--- config.mk ---
export PLATFORM = sky130hd
export DESIGN_NAME = axil_reg_slave_flat
export DESIGN_NICKNAME = d
export VERILOG_FILES = /design/src/rtl/axil_reg_slave_if.sv /design/src/rtl/axil_reg_slave.sv /design/src/flat_wrapper.sv
export SDC_FILE = /design/constraint.sdc
export NUM_CORES = 1
export LEC_CHECK = 0
export ABC_AREA = 1
export CAP_MARGIN = 20
export CORE_AREA = 2 2 186 188
export CTS_CLUSTER_DIAMETER = 50
export DETAILED_ROUTE_END_ITERATION = 6
export DIE_AREA = 0 0 188 190
export PLACE_DENSITY = 0.88
export SLEW_MARGIN = 25
export SYNTH_ARGS = -nofsm -noshare
export SYNTH_HDL_FRONTEND = slang
export SYNTH_SLANG_ARGS = --single-unit
--- constraint.sdc ---
create_clock -name clk_i -period 2.5 [get_ports clk_i]
set_input_delay 0.5 -clock clk_i [delete_from_list [all_inputs] [get_ports clk_i]]
set_output_delay 0.5 -clock clk_i [all_outputs]
set_load 0.005 [all_outputs]
--- src/rtl/axil_reg_slave_if.sv ---
// ---------------------------------------------------------------------------
// axil_if : AXI4-Lite channel bundle (AW/W/B/AR/R), no IDs or bursts.
//   Master modport : drives AW/W/AR payload+valid, B/R ready.
//   Slave  modport : drives AW/W/AR ready, B/R payload+valid.
//   Parameters     : AXI_ADDR_WIDTH (address bits), AXI_DATA_WIDTH (data bits,
//                    strobe width is AXI_DATA_WIDTH/8).
// ---------------------------------------------------------------------------
interface axil_if #(
  parameter int unsigned AXI_ADDR_WIDTH = 32,
  parameter int unsigned AXI_DATA_WIDTH = 32
);
  // Write address
  logic [AXI_ADDR_WIDTH-1:0]   aw_addr;
  logic [2:0]                  aw_prot;
  logic                        aw_valid;
  logic                        aw_ready;
  // Write data
  logic [AXI_DATA_WIDTH-1:0]   w_data;
  logic [AXI_DATA_WIDTH/8-1:0] w_strb;
  logic                        w_valid;
  logic                        w_ready;
  // Write response
  logic [1:0]                  b_resp;
  logic                        b_valid;
  logic                        b_ready;
  // Read address
  logic [AXI_ADDR_WIDTH-1:0]   ar_addr;
  logic [2:0]                  ar_prot;
  logic                        ar_valid;
  logic                        ar_ready;
  // Read data
  logic [AXI_DATA_WIDTH-1:0]   r_data;
  logic [1:0]                  r_resp;
  logic                        r_valid;
  logic                        r_ready;

  modport Master (
    output aw_addr, aw_prot, aw_valid, input  aw_ready,
    output w_data, w_strb, w_valid,    input  w_ready,
    input  b_resp, b_valid,            output b_ready,
    output ar_addr, ar_prot, ar_valid, input  ar_ready,
    input  r_data, r_resp, r_valid,    output r_ready
  );

  modport Slave (
    input  aw_addr, aw_prot, aw_valid, output aw_ready,
    input  w_data, w_strb, w_valid,    output w_ready,
    output b_resp, b_valid,            input  b_ready,
    input  ar_addr, ar_prot, ar_valid, output ar_ready,
    output r_data, r_resp, r_valid,    input  r_ready
  );
endinterface

--- src/rtl/axil_reg_slave.sv ---
// ---------------------------------------------------------------------------
// axil_reg_slave : AXI4-Lite responder exposing NUM_REGS software registers.
//   Independent write and read paths, one outstanding transaction each.
//
// Ports
//   clk_i       in   clock, rising edge
//   rst_i       in   synchronous reset, active-high
//   s_axil      --   axil_if.Slave, AW/W/B/AR/R responder side
//   reg_o       out  register contents, reg k at [32k+31:32k]
//   wr_pulse_o  out  one-cycle pulse on the register written (same cycle
//                    reg_o shows the new value)
//
// Optional feature (compile-time macro AXIL_REG_SLAVE_PROT_CHECK_EN):
//   when defined, accesses with prot[0]=0 (unprivileged) get SLVERR,
//   no register change and r_data=0. Handshake timing is identical.
// ---------------------------------------------------------------------------
module axil_reg_slave #(
  parameter int unsigned               AXI_ADDR_WIDTH = 32,
  parameter int unsigned               AXI_DATA_WIDTH = 32,
  parameter int unsigned               NUM_REGS       = 8,
  parameter logic [AXI_ADDR_WIDTH-1:0] BASE_ADDR      = '0,
  parameter logic [AXI_DATA_WIDTH-1:0] RESET_VAL      = '0
) (
  input  logic                               clk_i,
  input  logic                               rst_i,
  axil_if.Slave                              s_axil,
  output logic [NUM_REGS*AXI_DATA_WIDTH-1:0] reg_o,
  output logic [NUM_REGS-1:0]                wr_pulse_o
);

  localparam int unsigned STRB_W = AXI_DATA_WIDTH / 8;
  localparam int unsigned IDX_W  = (NUM_REGS > 1) ? $clog2(NUM_REGS) : 1;
  localparam logic [AXI_ADDR_WIDTH-1:0] SPAN = AXI_ADDR_WIDTH'(4 * NUM_REGS);
  localparam logic [1:0] RESP_OKAY   = 2'b00;
  localparam logic [1:0] RESP_SLVERR = 2'b10;

  typedef enum logic { WR_COLLECT, WR_RESP } wr_state_e;
  typedef enum logic { RD_IDLE,    RD_RESP } rd_state_e;

  // Register bank
  logic [AXI_DATA_WIDTH-1:0] regs_q [NUM_REGS];

  // Write path state
  wr_state_e                 wr_state_q;
  logic                      aw_ready_q, w_ready_q;
  logic                      aw_have_q, w_have_q;
  logic [AXI_ADDR_WIDTH-1:0] aw_addr_q;
  logic [AXI_DATA_WIDTH-1:0] w_data_q;
  logic [STRB_W-1:0]         w_strb_q;
  logic                      b_valid_q;
  logic [1:0]                b_resp_q;
  logic [NUM_REGS-1:0]       wr_pulse_q;

  // Read path state
  rd_state_e                 rd_state_q;
  logic                      ar_ready_q;
  logic                      r_valid_q;
  logic [1:0]                r_resp_q;
  logic [AXI_DATA_WIDTH-1:0] r_data_q;

  // Combinational decode
  logic                      aw_hs, w_hs, ar_hs;
  logic                      aw_got, w_got;
  logic [AXI_ADDR_WIDTH-1:0] wr_addr, wr_off, rd_off;
  logic [AXI_DATA_WIDTH-1:0] wr_data;
  logic [STRB_W-1:0]         wr_strb;
  logic                      wr_ok, rd_ok;
  logic [IDX_W-1:0]          wr_idx, rd_idx;

`ifdef AXIL_REG_SLAVE_PROT_CHECK_EN
  logic aw_priv_q;
  logic wr_priv;
  logic unused_prot;
  assign unused_prot = ^{s_axil.aw_prot[2:1], s_axil.ar_prot[2:1]};
`else
  logic unused_prot;
  assign unused_prot = ^{s_axil.aw_prot, s_axil.ar_prot};
`endif

  // AW and W may land in the same cycle as the commit decision, so the
  // effective address/data come from the buffer if already held, otherwise
  // straight from the bus. This gives the one-cycle AW+W -> B latency.
  //
  // Range check uses only (addr - BASE_ADDR) < SPAN: BASE_ADDR is aligned to a
  // power of two >= SPAN, so any address below BASE_ADDR wraps to an offset of
  // at least SPAN and is rejected without a separate lower-bound compare.
  always_comb begin
    aw_hs   = s_axil.aw_valid && aw_ready_q;
    w_hs    = s_axil.w_valid  && w_ready_q;
    ar_hs   = s_axil.ar_valid && ar_ready_q;
    aw_got  = aw_have_q || aw_hs;
    w_got   = w_have_q  || w_hs;
    wr_addr = aw_have_q ? aw_addr_q : s_axil.aw_addr;
    wr_data = w_have_q  ? w_data_q  : s_axil.w_data;
    wr_strb = w_have_q  ? w_strb_q  : s_axil.w_strb;
    wr_off  = wr_addr - BASE_ADDR;
    wr_idx  = wr_off[IDX_W+1:2];
    rd_off  = s_axil.ar_addr - BASE_ADDR;
    rd_idx  = rd_off[IDX_W+1:2];
`ifdef AXIL_REG_SLAVE_PROT_CHECK_EN
    wr_priv = aw_have_q ? aw_priv_q : s_axil.aw_prot[0];
    wr_ok   = (wr_off < SPAN) && wr_priv;
    rd_ok   = (rd_off < SPAN) && s_axil.ar_prot[0];
`else
    wr_ok   = (wr_off < SPAN);
    rd_ok   = (rd_off < SPAN);
`endif
  end

  // Write FSM and register bank
  always_ff @(posedge clk_i) begin
    if (rst_i) begin
      wr_state_q <= WR_COLLECT;
      aw_ready_q <= 1'b0;
      w_ready_q  <= 1'b0;
      aw_have_q  <= 1'b0;
      w_have_q   <= 1'b0;
      aw_addr_q  <= '0;
      w_data_q   <= '0;
      w_strb_q   <= '0;
      b_valid_q  <= 1'b0;
      b_resp_q   <= RESP_OKAY;
      wr_pulse_q <= '0;
`ifdef AXIL_REG_SLAVE_PROT_CHECK_EN
      aw_priv_q  <= 1'b0;
`endif
      for (int unsigned i = 0; i < NUM_REGS; i++) begin
        regs_q[i] <= RESET_VAL;
      end
    end else begin
      wr_pulse_q <= '0;
      unique case (wr_state_q)
        WR_COLLECT: begin
          if (aw_got && w_got) begin
            aw_have_q  <= 1'b0;
            w_have_q   <= 1'b0;
            aw_ready_q <= 1'b0;
            w_ready_q  <= 1'b0;
            b_valid_q  <= 1'b1;
            b_resp_q   <= wr_ok ? RESP_OKAY : RESP_SLVERR;
            if (wr_ok) begin
              for (int unsigned b = 0; b < STRB_W; b++) begin
                if (wr_strb[b]) begin
                  regs_q[wr_idx][8*b +: 8] <= wr_data[8*b +: 8];
                end
              end
              wr_pulse_q[wr_idx] <= 1'b1;
            end
            wr_state_q <= WR_RESP;
          end else begin
            if (aw_hs) begin
              aw_have_q <= 1'b1;
              aw_addr_q <= s_axil.aw_addr;
`ifdef AXIL_REG_SLAVE_PROT_CHECK_EN
              aw_priv_q <= s_axil.aw_prot[0];
`endif
            end
            if (w_hs) begin
              w_have_q <= 1'b1;
              w_data_q <= s_axil.w_data;
              w_strb_q <= s_axil.w_strb;
            end
            aw_ready_q <= !aw_got;
            w_ready_q  <= !w_got;
          end
        end
        WR_RESP: begin
          if (s_axil.b_ready) begin
            b_valid_q  <= 1'b0;
            aw_ready_q <= 1'b1;
            w_ready_q  <= 1'b1;
            wr_state_q <= WR_COLLECT;
          end
        end
      endcase
    end
  end

  // Read FSM; data is taken from regs_q before any same-edge write lands,
  // so a read accepted in the commit cycle returns the old value.
  always_ff @(posedge clk_i) begin
    if (rst_i) begin
      rd_state_q <= RD_IDLE;
      ar_ready_q <= 1'b0;
      r_valid_q  <= 1'b0;
      r_resp_q   <= RESP_OKAY;
      r_data_q   <= '0;
    end else begin
      unique case (rd_state_q)
        RD_IDLE: begin
          if (ar_hs) begin
            ar_ready_q <= 1'b0;
            r_valid_q  <= 1'b1;
            if (rd_ok) begin
              r_data_q <= regs_q[rd_idx];
              r_resp_q <= RESP_OKAY;
            end else begin
              r_data_q <= '0;
              r_resp_q <= RESP_SLVERR;
            end
            rd_state_q <= RD_RESP;
          end else begin
            ar_ready_q <= 1'b1;
          end
        end
        RD_RESP: begin
          if (s_axil.r_ready) begin
            r_valid_q  <= 1'b0;
            ar_ready_q <= 1'b1;
            rd_state_q <= RD_IDLE;
          end
        end
      endcase
    end
  end

  assign s_axil.aw_ready = aw_ready_q;
  assign s_axil.w_ready  = w_ready_q;
  assign s_axil.b_valid  = b_valid_q;
  assign s_axil.b_resp   = b_resp_q;
  assign s_axil.ar_ready = ar_ready_q;
  assign s_axil.r_valid  = r_valid_q;
  assign s_axil.r_resp   = r_resp_q;
  assign s_axil.r_data   = r_data_q;
  assign wr_pulse_o      = wr_pulse_q;

  always_comb begin
    reg_o = '0;
    for (int unsigned i = 0; i < NUM_REGS; i++) begin
      reg_o[i*AXI_DATA_WIDTH +: AXI_DATA_WIDTH] = regs_q[i];
    end
  end

endmodule

--- src/flat_wrapper.sv ---
// flat-port wrapper written by rule: the top's interface ports become plain ports
module axil_reg_slave_flat 
#(
  parameter int unsigned               AXI_ADDR_WIDTH = 32,
  parameter int unsigned               AXI_DATA_WIDTH = 32,
  parameter int unsigned               NUM_REGS       = 8,
  parameter logic [AXI_ADDR_WIDTH-1:0] BASE_ADDR      = '0,
  parameter logic [AXI_DATA_WIDTH-1:0] RESET_VAL      = '0
)
  (clk_i, rst_i, reg_o, wr_pulse_o, s_axil_aw_addr, s_axil_aw_prot, s_axil_aw_valid, s_axil_aw_ready, s_axil_w_data, s_axil_w_strb, s_axil_w_valid, s_axil_w_ready, s_axil_b_resp, s_axil_b_valid, s_axil_b_ready, s_axil_ar_addr, s_axil_ar_prot, s_axil_ar_valid, s_axil_ar_ready, s_axil_r_data, s_axil_r_resp, s_axil_r_valid, s_axil_r_ready);
  axil_if #(.AXI_ADDR_WIDTH(AXI_ADDR_WIDTH), .AXI_DATA_WIDTH(AXI_DATA_WIDTH)) s_axil_i ();
  input  logic clk_i;
  input  logic rst_i;
  output logic [NUM_REGS*AXI_DATA_WIDTH-1:0] reg_o;
  output logic [NUM_REGS-1:0] wr_pulse_o;
  input wire logic [$bits(s_axil_i.aw_addr)-1:0] s_axil_aw_addr;
  input wire logic [$bits(s_axil_i.aw_prot)-1:0] s_axil_aw_prot;
  input wire logic [$bits(s_axil_i.aw_valid)-1:0] s_axil_aw_valid;
  output wire logic [$bits(s_axil_i.aw_ready)-1:0] s_axil_aw_ready;
  input wire logic [$bits(s_axil_i.w_data)-1:0] s_axil_w_data;
  input wire logic [$bits(s_axil_i.w_strb)-1:0] s_axil_w_strb;
  input wire logic [$bits(s_axil_i.w_valid)-1:0] s_axil_w_valid;
  output wire logic [$bits(s_axil_i.w_ready)-1:0] s_axil_w_ready;
  output wire logic [$bits(s_axil_i.b_resp)-1:0] s_axil_b_resp;
  output wire logic [$bits(s_axil_i.b_valid)-1:0] s_axil_b_valid;
  input wire logic [$bits(s_axil_i.b_ready)-1:0] s_axil_b_ready;
  input wire logic [$bits(s_axil_i.ar_addr)-1:0] s_axil_ar_addr;
  input wire logic [$bits(s_axil_i.ar_prot)-1:0] s_axil_ar_prot;
  input wire logic [$bits(s_axil_i.ar_valid)-1:0] s_axil_ar_valid;
  output wire logic [$bits(s_axil_i.ar_ready)-1:0] s_axil_ar_ready;
  output wire logic [$bits(s_axil_i.r_data)-1:0] s_axil_r_data;
  output wire logic [$bits(s_axil_i.r_resp)-1:0] s_axil_r_resp;
  output wire logic [$bits(s_axil_i.r_valid)-1:0] s_axil_r_valid;
  input wire logic [$bits(s_axil_i.r_ready)-1:0] s_axil_r_ready;
  assign s_axil_i.aw_addr = s_axil_aw_addr;
  assign s_axil_i.aw_prot = s_axil_aw_prot;
  assign s_axil_i.aw_valid = s_axil_aw_valid;
  assign s_axil_aw_ready = s_axil_i.aw_ready;
  assign s_axil_i.w_data = s_axil_w_data;
  assign s_axil_i.w_strb = s_axil_w_strb;
  assign s_axil_i.w_valid = s_axil_w_valid;
  assign s_axil_w_ready = s_axil_i.w_ready;
  assign s_axil_b_resp = s_axil_i.b_resp;
  assign s_axil_b_valid = s_axil_i.b_valid;
  assign s_axil_i.b_ready = s_axil_b_ready;
  assign s_axil_i.ar_addr = s_axil_ar_addr;
  assign s_axil_i.ar_prot = s_axil_ar_prot;
  assign s_axil_i.ar_valid = s_axil_ar_valid;
  assign s_axil_ar_ready = s_axil_i.ar_ready;
  assign s_axil_r_data = s_axil_i.r_data;
  assign s_axil_r_resp = s_axil_i.r_resp;
  assign s_axil_r_valid = s_axil_i.r_valid;
  assign s_axil_i.r_ready = s_axil_r_ready;
  axil_reg_slave #(.AXI_ADDR_WIDTH(AXI_ADDR_WIDTH), .AXI_DATA_WIDTH(AXI_DATA_WIDTH), .NUM_REGS(NUM_REGS), .BASE_ADDR(BASE_ADDR), .RESET_VAL(RESET_VAL)) u_core (.clk_i(clk_i), .rst_i(rst_i), .s_axil(s_axil_i), .reg_o(reg_o), .wr_pulse_o(wr_pulse_o));
endmodule
==> parameters.txt, run 1 <==
Parameter                              Value

Final layout
  Commonest cells after routing, fill and taps aside ... 519 x nor2_1, 402 x clkdlybuf4s50_1, 340 x nand2_1
  Final-layout fill cell count ... 2349
  Fraction of final layout cells with drive strength greater than 1 ... 0.118
  Multi-input combinational cell area ... between 0.006 and 0.007 mm^2
  Final Net Count ... 2378
  Most common cell after layout, fill and taps aside ... nor2_1
  Synthesis-to-layout area growth ... 42.4%
  Area taken by flip-flops and latches ... around 0.010 mm^2
  Post-layout utilization of the core ... 0.702

Critical path
  Register-to-register path setup slack ... 0.15 ns
  Category of the critical setup timing path ... register to register
  Maximum fanout along the worst path ... 9
  Endpoint class of the critical path ... register
  Arrival time of data at the critical path endpoint ... about 2.5 ns
  Critical path launch point type ... register
  Required @ worst endpoint ... roughly 2.7 ns

Timing
  Fmax achieved ... between 400 and 500 MHz
  Final setup viols ... 0
  Number of hold-slack violations in the final timing report ... 0
  Worst slew margin relative to its limit ... 0.657
  Unrepaired setup endpoints after global routing ... no
  Actual slew at the worst max-slew pin ... 0.514 ns
  Number of max-slew violations in the final report ... 0
  Minimum hold slack ... 0.328 ns
  Largest clock skew in the final design ... 0.0255 ns
  Period Utilization, post-route ... 0.939
  Final min period ... 2.35 ns

Global route
  Vias in the first global route ... roughly 15k
  GRT overflow ... 0
  Global-route wire length before repair ... approximately 86000 um
  Antenna violations before repair ... 2
  Pin count of the biggest net entering global routing ... just under 80
  Total Routing Usage GR ... 0.317

Logic synthesis
  Synth area leaders ... edfxtp_1 46%, dfxtp_1 14%, nor2_1 12%, nand2_1 7.6%, nand4_4 4.1%
  Synthesis-stage register bit count ... roughly 370
  Part of the Yosys area used for sequential elements ... 0.600
  Library cells used by synthesis ... 33
  Area share of the leading cell type in the synthesized netlist ... 0.460
  Gate count of the mapped netlist ... between 1.5k and 2k
  Biggest area consumer among synthesized cells ... edfxtp_1
  Average size of a mapped cell ... ~9.4 um^2
  Synthesized cell area ... approximately 0.017 mm^2
  Count of yosys warnings during synthesis ... 0

Detailed routing
  Drc violations ... 1
  Drt wl/cell ... 21.0 um
  Number of routed nets with antenna violations ... 0
  DRC marker count from the first detailed-route iteration ... 1851
  Mean number of vias per cell ... between 5 and 6
  Number of iterations in the first detailed-routing pass ... 7
  Via count of the routed design ... about 15k
  Sum of routed wire length over all layers ... about 58000 um

Outcome
  Violations in the final reports ... design-rule violations
  Result of the run ... finished, violations left

Power and ir drop
  Highest ir drop seen on vdd ... about 0.52 mV
  Lkg Pwr ... 9.51 nW
  Power density over the cells ... around 630 mW/mm^2

Floorplanning
  Floorplan core area ... roughly 0.034 mm^2
  Width of the die ... between 150 and 200 um
  I/O pin total ... between 400 and 500
  Initial Utilization ... 0.493
  Total die area ... roughly 0.036 mm^2
  Die Y ... between 150 and 200 um
  Placement row count ... just under 70

Place
  Dpl hpwl ... 42500 um
  Number of port buffers ... approximately 400
  Routability cong. ... between 0.9 and 1

Clock network
  Latest clock arrival within the worst-skew pair ... 0.54 ns
  CTS sink cnt ... ~370
  Buffers inserted during post-CTS setup optimization ... 0
  Num CTS Buffers ... 43
  Clock-pin slew on the worst setup and hold paths ... 0.05 ns
  Clock root cell ... clkbuf_16
  CTS tree ... built
  Number of levels the H-tree was split into ... 2
  Number of hold buffers added after cts ... 0
  Post-CTS Resized ... 0
  Largest buffer count on any clock path ... 3

Flow run
  Number of max-cap violations ... 0

Min path
  Worst hold-check path type ... input pin to register
metal layers:
layer / routed length (um) / vias up / track usage / share of wire
li1: - / 6944 / - / -
met4: 2480 / 0 / 0.128 / 0.043
met5: 0 / - / 0 / 0
met2: 27500 / 1126 / 0.525 / 0.48
met3: 6630 / 169 / 0.0727 / 0.11
met1: 21100 / 7232 / 0.403 / 0.37
Yosys cell counts:
master	count
nand2_2	10
buf_4	5
nand2_1	340
edfxtp_1	256
o21ai_4	1
nor2_8	6
nor2_4	4
inv_2	5
buf_1	14
nor2_1	520
nor2_2	3
nor3_1	14
or2_0	1
inv_4	1
nand4_4	32
clkbuf_1	68
dfxtp_1	117
buf_2	2
or2_1	4
conb_1	1
and2_0	1
a211oi_1	1
nand4_1	3
or2_2	1
inv_1	18
o21ai_1	2
buf_6	2
buf_12	3
clkinv_1	1
nand3_1	123
mux2i_1	32
a21oi_1	77
o21ai_0	103
critical path, cell delays in order, from the launching register on:
cell	delay, ns
dfxtp_1	0.57
inv_2	0.12
or2_0	0.21
o21ai_1	0.21
nand2_2	0.21
nor2_4	0.14
buf_12	0.14
nand4_4	0.10
nand2_1	0.29
power by group:
| part | leakage [nW] | total [mW] | internal (mW) | switching (mW) |
|---|---|---|---|---|
| combinational | 5.25 | 2.04 | 0.870 | 1.17 |
| sequential | 3.60 | 7.02 | 6.83 | 0.184 |
| clock | 0.660 | 6.05 | 3.55 | 2.50 |
| total | 9.51 | 15.1 | 11.3 | 3.85 |
worst paths after layout:
kind | start | to | cells past startpoint
setup / recovery | u_core.aw_have_q | u_core.regs_q[5][25] | 8
hold / removal | rst_i | u_core.s_axil.b_valid | 2
setup reg to reg | u_core.aw_have_q | u_core.regs_q[5][25] | 8
hold reg to reg | u_core.s_axil.r_data[29] | u_core.s_axil.r_data[29] | 2
sequential cells by signal (all words and copies together), names as in the netlist, 4 cells and up:
register,count
u_core.regs_q,256
u_core.wr_pulse_o,8
u_core.s_axil.r_data,32
u_core.aw_addr_q,30
u_core.w_strb_q,4
u_core.w_data_q,32
area by class of cell:
cell class	instances	share of cell area
diodes	1	0.000105
clock buffers	52	0.0474
clock inverters	23	0.00914
inverters	25	0.00410
multi-input cells	1280	0.259
flip-flops and latches	373	0.421
well taps	455	0.0239
repair buffers	542	0.235
logic make-up (layout without fill, tap and decap cells):
logic type             Yosys count  count (layout)  synth area share
AOI/OAI and AO/OA              184             184            0.0559
buffers and inverters          119             642            0.0319
DFF                            373             373             0.600
muxes                           32              32            0.0192
other                            1               3          0.000224
and+or+nand+nor               1062            1062             0.293
through the flow:
step	instances	setup slack, ns	setup TNS (ns)	instance area [um^2]	total power [mW]
after detailed placement	2675	-0.135	-12.39	22500	9.14
final	2751	0.152	0	23800	15.1
after global routing	2751	0.0197	0	23800	15.6
after CTS	2750	0.129	0	23800	15.1
after global placement	2675	-0.114	-10.26	22500	9.08
after floorplan	1772	0.395	0	16700	7.95
Power figures use the tool's default switching activity.
==> run 2, diff against run 1 <==
--- a/config.mk
+++ b/config.mk
@@ -7,3 +7,2 @@
 export LEC_CHECK = 0
-export ABC_AREA = 1
 export CAP_MARGIN = 20
@@ -13,3 +12,3 @@
 export DIE_AREA = 0 0 188 190
-export PLACE_DENSITY = 0.88
+export PLACE_DENSITY = 0.87
 export SLEW_MARGIN = 25
==> constraint.sdc (replaced) <==
create_clock -name clk_i -period 2.5 [get_ports clk_i]
set_input_delay 0.25 -clock clk_i [delete_from_list [all_inputs] [get_ports clk_i]]
set_output_delay 0.25 -clock clk_i [all_outputs]
set_load 0.005 [all_outputs]
==> parameters.txt, run 2 <==
Parameter                              Value

Logic synthesis
  Synth area leaders ... edfxtp_1 46%, dfxtp_1 14%, mux4_2 8.7%, nand2_1 4.3%, and3_1 4.2%
  Number of enable-type register cells in the synthesized netlist ... 256 (unchanged)
  Library cells used by synthesis ... 47 (+42%)
  Post-synthesis share of cell area spent on xor and xnor gates ... 0 (unchanged)
  Synthesized cell area ... 0.0167 mm^2 (-0.38%)
  Synthesis-stage register bit count ... 373 (unchanged)
  Gate count of the mapped netlist ... 1416 (-20%)
  Average size of a mapped cell ... 11.8 um^2 (+25%)
  Biggest area consumer among synthesized cells ... edfxtp_1
  Post-synthesis share of cell area spent on full adders, half adders and majority gates ... 0 (unchanged)
  Area share of the leading cell type in the synthesized netlist ... 0.461 (+0.00176)
  Part of the Yosys area used for sequential elements ... 0.602 (+0.00230)
  Primary flip-flop cell chosen by synthesis mapping ... edfxtp_1
  Largest family of logic cells by synthesized area ... simple AND/OR/NAND/NOR gates
  Post-synthesis compound-gate area fraction ... 0.0727 (+0.0168)
  Fraction of registers with async set or reset after synthesis ... 0 (unchanged)
  Commonest cells in the synthesized netlist ... 256 x edfxtp_1, 189 x nand2_1, 159 x nor2_1
  Share of cell area taken by muxes after synthesis ... 0.111 (+0.0914)
  Most frequently used cell type in the post-synthesis netlist ... edfxtp_1
  Post-synthesis simple-gate area fraction ... 0.177 (-0.116)
  Count of yosys warnings during synthesis ... 0 (unchanged)

Timing
  Actual slew at the worst max-slew pin ... 0.942 ns (+0.428 ns)
  Final min period ... 2.31 ns (-0.0411 ns)
  Number of hold-slack violations in the final timing report ... 0 (unchanged)
  Unrepaired setup endpoints after global routing ... no
  Fmax achieved ... 434 MHz (+1.8%)
  Largest clock skew in the final design ... 0.0213 ns (-0.00420 ns)
  Worst slew margin relative to its limit ... 0.372 (-0.286)
  Period Utilization, post-route ... 0.923 (-0.0164)
  Setup Total Neg Slack ... 0 ns (unchanged)
  Minimum hold slack ... 0.306 ns (-0.0220 ns)
  Final setup viols ... 0 (unchanged)
  Number of max-slew violations in the final report ... 0 (unchanged)

Critical path
  Critical path launch point type ... register
  Endpoint class of the critical path ... register
  Required @ worst endpoint ... 2.74 ns (+0.06 ns)
  Category of the critical setup timing path ... register to register
  Arrival time of data at the critical path endpoint ... 2.55 ns (+0.02 ns)
  Maximum fanout along the worst path ... 21 (+12)

Final layout
  Final-layout fill cell count ... 2304 (-1.9%)
  Fraction of final layout cells with drive strength greater than 1 ... 0.154 (+0.0368)
  Final instance count without filler cells ... 2314 (-16%)
  Multi-input combinational cell area ... 0.00607 mm^2 (-1.6%)
  Synthesis-to-layout area growth ... 38.8%
  Most common cell after layout, fill and taps aside ... clkdlybuf4s50_1
  Flip-flop count of the largest register after layout ... 256 (unchanged)
  Final Net Count ... 1939 (-18%)
  Area taken by flip-flops and latches ... 0.0100 mm^2 (about the same)
  Commonest cells after routing, fill and taps aside ... 402 x clkdlybuf4s50_1, 256 x edfxtp_1, 188 x nand2_1
  Reg with most FFs ... u_core.regs_q

Global route
  Global-route wire length before repair ... 83400 um (-3.3%)
  Vias in the first global route ... 13.5k (-8.5%)
  Antenna violations before repair ... 0 (-2)
  GRT overflow ... 0 (unchanged)
  Total Routing Usage GR ... 0.312 (-0.00500)
  Pin count of the biggest net entering global routing ... 74 (-6.3%)

Place
  Number of port buffers ... 405 (unchanged)
  Routability cong. ... 0.934 (-5.5%)
  Number of cells after detailed placement ... 2239 (-16%)
  Dpl hpwl ... 42000 um (-1.4%)

Detailed routing
  Drc violations ... 0 (-1)
  Mean number of vias per cell ... 6.09 (+8.3%)
  Drt wl/cell ... 24.7 um (+18%)
  Sum of routed wire length over all layers ... 57100 um (-1.1%)
  Via count of the routed design ... 14.1k (-8.9%)
  DRC marker count from the first detailed-route iteration ... 1711 (-7.6%)
  Number of routed nets with antenna violations ... 0 (unchanged)
  Number of iterations in the first detailed-routing pass ... 6 (-1)

Clock network
  CTS tree ... built
  Number of levels the H-tree was split into ... 2 (unchanged)
  CTS sink cnt ... 373 (unchanged)
  Num CTS Buffers ... 40 (-7.0%)
  Latest clock arrival within the worst-skew pair ... 0.53 ns (about the same)
  Largest buffer count on any clock path ... 3 (unchanged)
  Buffers inserted during post-CTS setup optimization ... 0 (unchanged)
  Clock root cell ... clkbuf_16
  Clock-pin slew on the worst setup and hold paths ... 0.06 ns (about the same)

Power and ir drop
  Lkg Pwr ... 8.49 nW (-11%)
  Power density over the cells ... 645 mW/mm^2 (+1.8%)
  Highest ir drop seen on vdd ... 0.408 mV (-22%)

Floorplanning
  I/O pin total ... 418 (unchanged)
  Die Y ... 190 um (unchanged)
  Placement row count ... 68 (unchanged)
  Width of the die ... 188 um (unchanged)
  Initial Utilization ... 0.491 (-0.00188)
  Floorplan core area ... 0.0339 mm^2 (unchanged)
  Total die area ... 0.0357 mm^2 (unchanged)

Flow run
  Number of max-cap violations ... 0 (unchanged)

Outcome
  Result of the run ... finished clean

Min path
  Worst hold-check path type ... input pin to register
-- run 2: cell types whose count changed in the layout (fill, tap and decap cells not counted), sizes merged, moves of 31 or more --
cell,previous run,this run
nor2,533,160
nand2,350,189
nand3,123,9
and3,0,112
o21ai,106,6
nor3,14,99
mux4,0,64
buf,140,96
a22oi,0,36
mux2,0,32
nand4,35,3
a31o,0,31
-- run 2: per-stage QoR --
stage,setup slack [ns],area [um^2],power [mW],util
after floorplan,0.221,16700,7.81,-
after global placement,-0.157,21700,8.77,0.640
after detailed placement,-0.170,21700,8.82,0.640
after CTS,0.114,23100,14.9,0.681
after global routing,0.0121,23100,15.3,0.681
final,0.193,23100,14.9,0.681
-- run 2: final cells by class --
cell class,count,share of cell area
Clock buffer,46,0.0470
Timing Repair Buffer,498,0.219
Inverter,4,0.000649
Antenna cell,1,0.000108
Tap cell,455,0.0246
Multi-Input combinational cell,909,0.262
Sequential cell,373,0.434
Clock inverter,28,0.0131
-- run 2: final timing paths --
kind	from	to	slack, ns	cells after the start
setup reg to reg	u_core.aw_addr_q[20]	u_core.regs_q[5][16]	0.19	7
setup / recovery	u_core.aw_addr_q[20]	u_core.regs_q[5][16]	0.19	7
hold / removal	s_axil_w_data[28]	u_core.w_data_q[28]	0.31	3
hold reg to reg	u_core.w_data_q[31]	u_core.w_data_q[31]	0.45	2
-- run 2: where the power goes --
part,switching (mW),internal (mW),total (mW)
Clock,2.51,3.69,6.19
Combinational,0.910,0.843,1.75
Sequential,0.186,6.79,6.98
Total,3.60,11.3,14.9
-- run 2: logic make-up (layout without fill, tap and decap cells) --
| logic type | count (synthesis) | after routing |
|---|---|---|
| AOI/OAI and AO/OA | 180 | 180 |
| buffers and inverters | 135 | 576 |
| DFF | 373 | 373 |
| muxes | 100 | 100 |
| other | 1 | 3 |
| and+or+nand+nor | 627 | 627 |
-- run 2: layer usage --
layer / wire length, um / vias up / global-route usage
met5: 0 / - / 0
met4: 2480 / 0 / 0.135
met3: 5820 / 171 / 0.0535
met2: 27900 / 1031 / 0.526
met1: 20900 / 6831 / 0.398
li1: - / 6063 / -
-- run 2: worst max-delay path: stages, from the launching register on --
cell and delay, ns:
dfxtp_1 0.31, nor4_1 0.35, nand3_1 0.18, a221oi_4 0.38, and2_4 0.24, buf_12 0.17
a31o_1 0.23, buf_12 0.16
-- run 2: repair_timing --
action                                  4_1_cts  5_1_grt
hold buffers                                  0        0
gates resized for setup                       1        2
gates cloned                                  0        0
endpoints found under the setup margin      130       17
==> run 3, diff against run 2 <==
- CTS_CLUSTER_DIAMETER: 50 -> unset
- PLACE_DENSITY: 0.87 -> 0.77
==> parameters.txt, run 3 (synthesized netlist as in run 2, its figures left out) <==
Parameter                              Value

Outcome
  Result of the run ... finished clean

Global route
  Total Routing Usage GR ... 0.310 (-0.00193)
  Pin count of the biggest net entering global routing ... 65 (-12%)
  GRT overflow ... 0 (unchanged)
  Global-route wire length before repair ... 83200 um (-0.27%)
  Antenna violations before repair ... 1 (+1)
  Vias in the first global route ... 13.4k (-0.69%)

Timing
  Period Utilization, post-route ... 0.962 (+0.0395)
  Final min period ... 2.41 ns (+0.0986 ns)
  Largest clock skew in the final design ... 0.0305 ns (+0.00916 ns)
  Worst slew margin relative to its limit ... 0.419 (+0.0469)
  Unrepaired setup endpoints after global routing ... no
  Fmax achieved ... 416 MHz (-4.1%)
  Final setup viols ... 0 (unchanged)
  Setup Total Neg Slack ... 0 ns (unchanged)
  Number of max-slew violations in the final report ... 0 (unchanged)
  Number of hold-slack violations in the final timing report ... 0 (unchanged)
  Actual slew at the worst max-slew pin ... 0.872 ns (-0.0704 ns)

Final layout
  Reg with most FFs ... u_core.regs_q
  Design Area, Final ... 0.0230 mm^2 (-0.71%)
  Commonest cells after routing, fill and taps aside ... 402 x clkdlybuf4s50_1, 256 x edfxtp_1, 188 x nand2_1
  Most common cell after layout, fill and taps aside ... clkdlybuf4s50_1
  Final Net Count ... 1935 (-0.21%)
  Fraction of final layout cells with drive strength greater than 1 ... 0.147 (-0.00722)
  Synthesis-to-layout area growth ... 37.8%
  Flip-flop count of the largest register after layout ... 256 (unchanged)

Detailed routing
  Via count of the routed design ... 13.8k (-1.8%)
  DRC marker count from the first detailed-route iteration ... 1816 (+6.1%)
  Number of iterations in the first detailed-routing pass ... 5 (-1)
  Drc violations ... 0 (unchanged)
  Drt wl/cell ... 24.4 um (-0.89%)
  Mean number of vias per cell ... 5.99 (-1.6%)
  Number of routed nets with antenna violations ... 0 (unchanged)
  Sum of routed wire length over all layers ... 56500 um (-1.1%)

Floorplanning
  Floorplan core area ... 0.0339 mm^2 (unchanged)
  Initial Utilization ... 0.491 (unchanged)
  Total die area ... 0.0357 mm^2 (unchanged)
  Width of the die ... 188 um (unchanged)
  Placement row count ... 68 (unchanged)
  Die Y ... 190 um (unchanged)
  I/O pin total ... 418 (unchanged)

Critical path
  Required @ worst endpoint ... 2.69 ns (-0.05 ns)
  Maximum fanout along the worst path ... 36 (+71%)
  Category of the critical setup timing path ... register to register
  Largest stage delay, worst path ... 0.41 ns (+0.03 ns)
  Endpoint class of the critical path ... register
  Critical path buffer and inverter count ... 1 (-1)
  Arrival time of data at the critical path endpoint ... 2.59 ns (+0.04 ns)
  Series of cell instances along the critical path ... nor4_1, nand3_1, a221oi_4, and2_4, buf_12, a31o_2
  Beginning of the worst register-to-register path ... u_core.aw_addr_q[20]
  Critical path launch point type ... register
  Highest-delay cell along the critical path ... a221oi_4
  Critical path's top delay family ... simple AND/OR/NAND/NOR gates
  Crit path launch ... u_core.aw_addr_q[20]

Clock network
  Latest clock arrival within the worst-skew pair ... 0.53 ns (about the same)
  Num CTS Buffers ... 40 (unchanged)
  Clock-pin slew on the worst setup and hold paths ... 0.06 ns (about the same)
  Number of levels the H-tree was split into ... 2 (unchanged)
  CTS sink cnt ... 373 (unchanged)
  CTS tree ... built
  Clock root cell ... clkbuf_16
  Largest buffer count on any clock path ... 3 (unchanged)
  Buffers inserted during post-CTS setup optimization ... 0 (unchanged)

Place
  Number of port buffers ... 405 (unchanged)
  Dpl hpwl ... 41900 um (about the same)
  Area after detailed placement ... 0.0217 mm^2 (-0.28%)
  Routability cong. ... 0.943 (+0.97%)

Power and ir drop
  Power density over the cells ... 631 mW/mm^2 (-2.2%)
  Highest ir drop seen on vdd ... 0.433 mV (+6.2%)
  Pwr Total ... 14.5 mW (-2.9%)
  Lkg Pwr ... 8.39 nW (-1.1%)

Min path
  Beginning of the worst hold path ... rst_i
  Worst hold-check path type ... input pin to register

Flow run
  Number of max-cap violations ... 0 (unchanged)
-- run 3: changes by cell type in the layout (fill, tap and decap cells not counted), sizes merged --
cell,before,now
buf,96,92
bufinv,5,2
clkbuf,46,58
clkinv,13,8
clkinvlp,3,4
inv,11,6
-- run 3: area by class of cell --
class / count / area (um^2)
antenna: 1 / 2.50
clock buffer: 58 / 1150
clock inverter: 16 / 143
fill: 2412 / 11000
inverter: 4 / 15.0
multi-input combinational: 909 / 6070
sequential: 373 / 10000
tap: 455 / 569
timing repair buffer: 494 / 4990
-- run 3: metrics by stage --
| step | cells | utilization | setup slack, ns | hold slack [ns] |
|---|---|---|---|---|
| global route | 2310 | 0.677 | 0.0542 | 0.161 |
| detailed placement | 2235 | 0.638 | -0.288 | 0.447 |
| finish | 2310 | 0.677 | 0.0948 | 0.161 |
| floorplan | 1417 | - | 0.221 | 0.366 |
| global placement | 2235 | 0.638 | -0.261 | 0.438 |
| CTS | 2309 | 0.676 | 0.0460 | 0.155 |
-- run 3: timing repair --
action,4_1_cts,5_1_grt
endpoints found under the setup margin,0,107
hold endpoints to repair,0,0
hold buffers,0,0
resized for setup,0,1
-- run 3: where the power goes --
group	internal [mW]	switching [mW]	total (mW)	leakage, nW
clock network	3.41	2.37	5.79	0.621
logic	0.827	0.885	1.71	4.18
registers	6.80	0.193	6.99	3.59
-- run 3: final timing paths --
kind | to | slack (ns) | cells past startpoint
worst max-delay path | u_core.regs_q[1][7] | 0.09 | 6
worst min-delay path | u_core.w_data_q[18] | 0.16 | 2
worst max register to register | u_core.regs_q[1][7] | 0.09 | 6
worst min register to register | u_core.w_data_q[1] | 0.45 | 2
-- run 3: layer usage --
metal / part of all wire / vias up / wire length, um / track usage
li1: - / 6041 / - / -
met1: 0.37 / 6738 / 21000 / 0.401
met2: 0.48 / 929 / 27300 / 0.515
met3: 0.10 / 137 / 5770 / 0.0590
met4: 0.043 / 0 / 2430 / 0.129
met5: 0 / - / 0 / 0
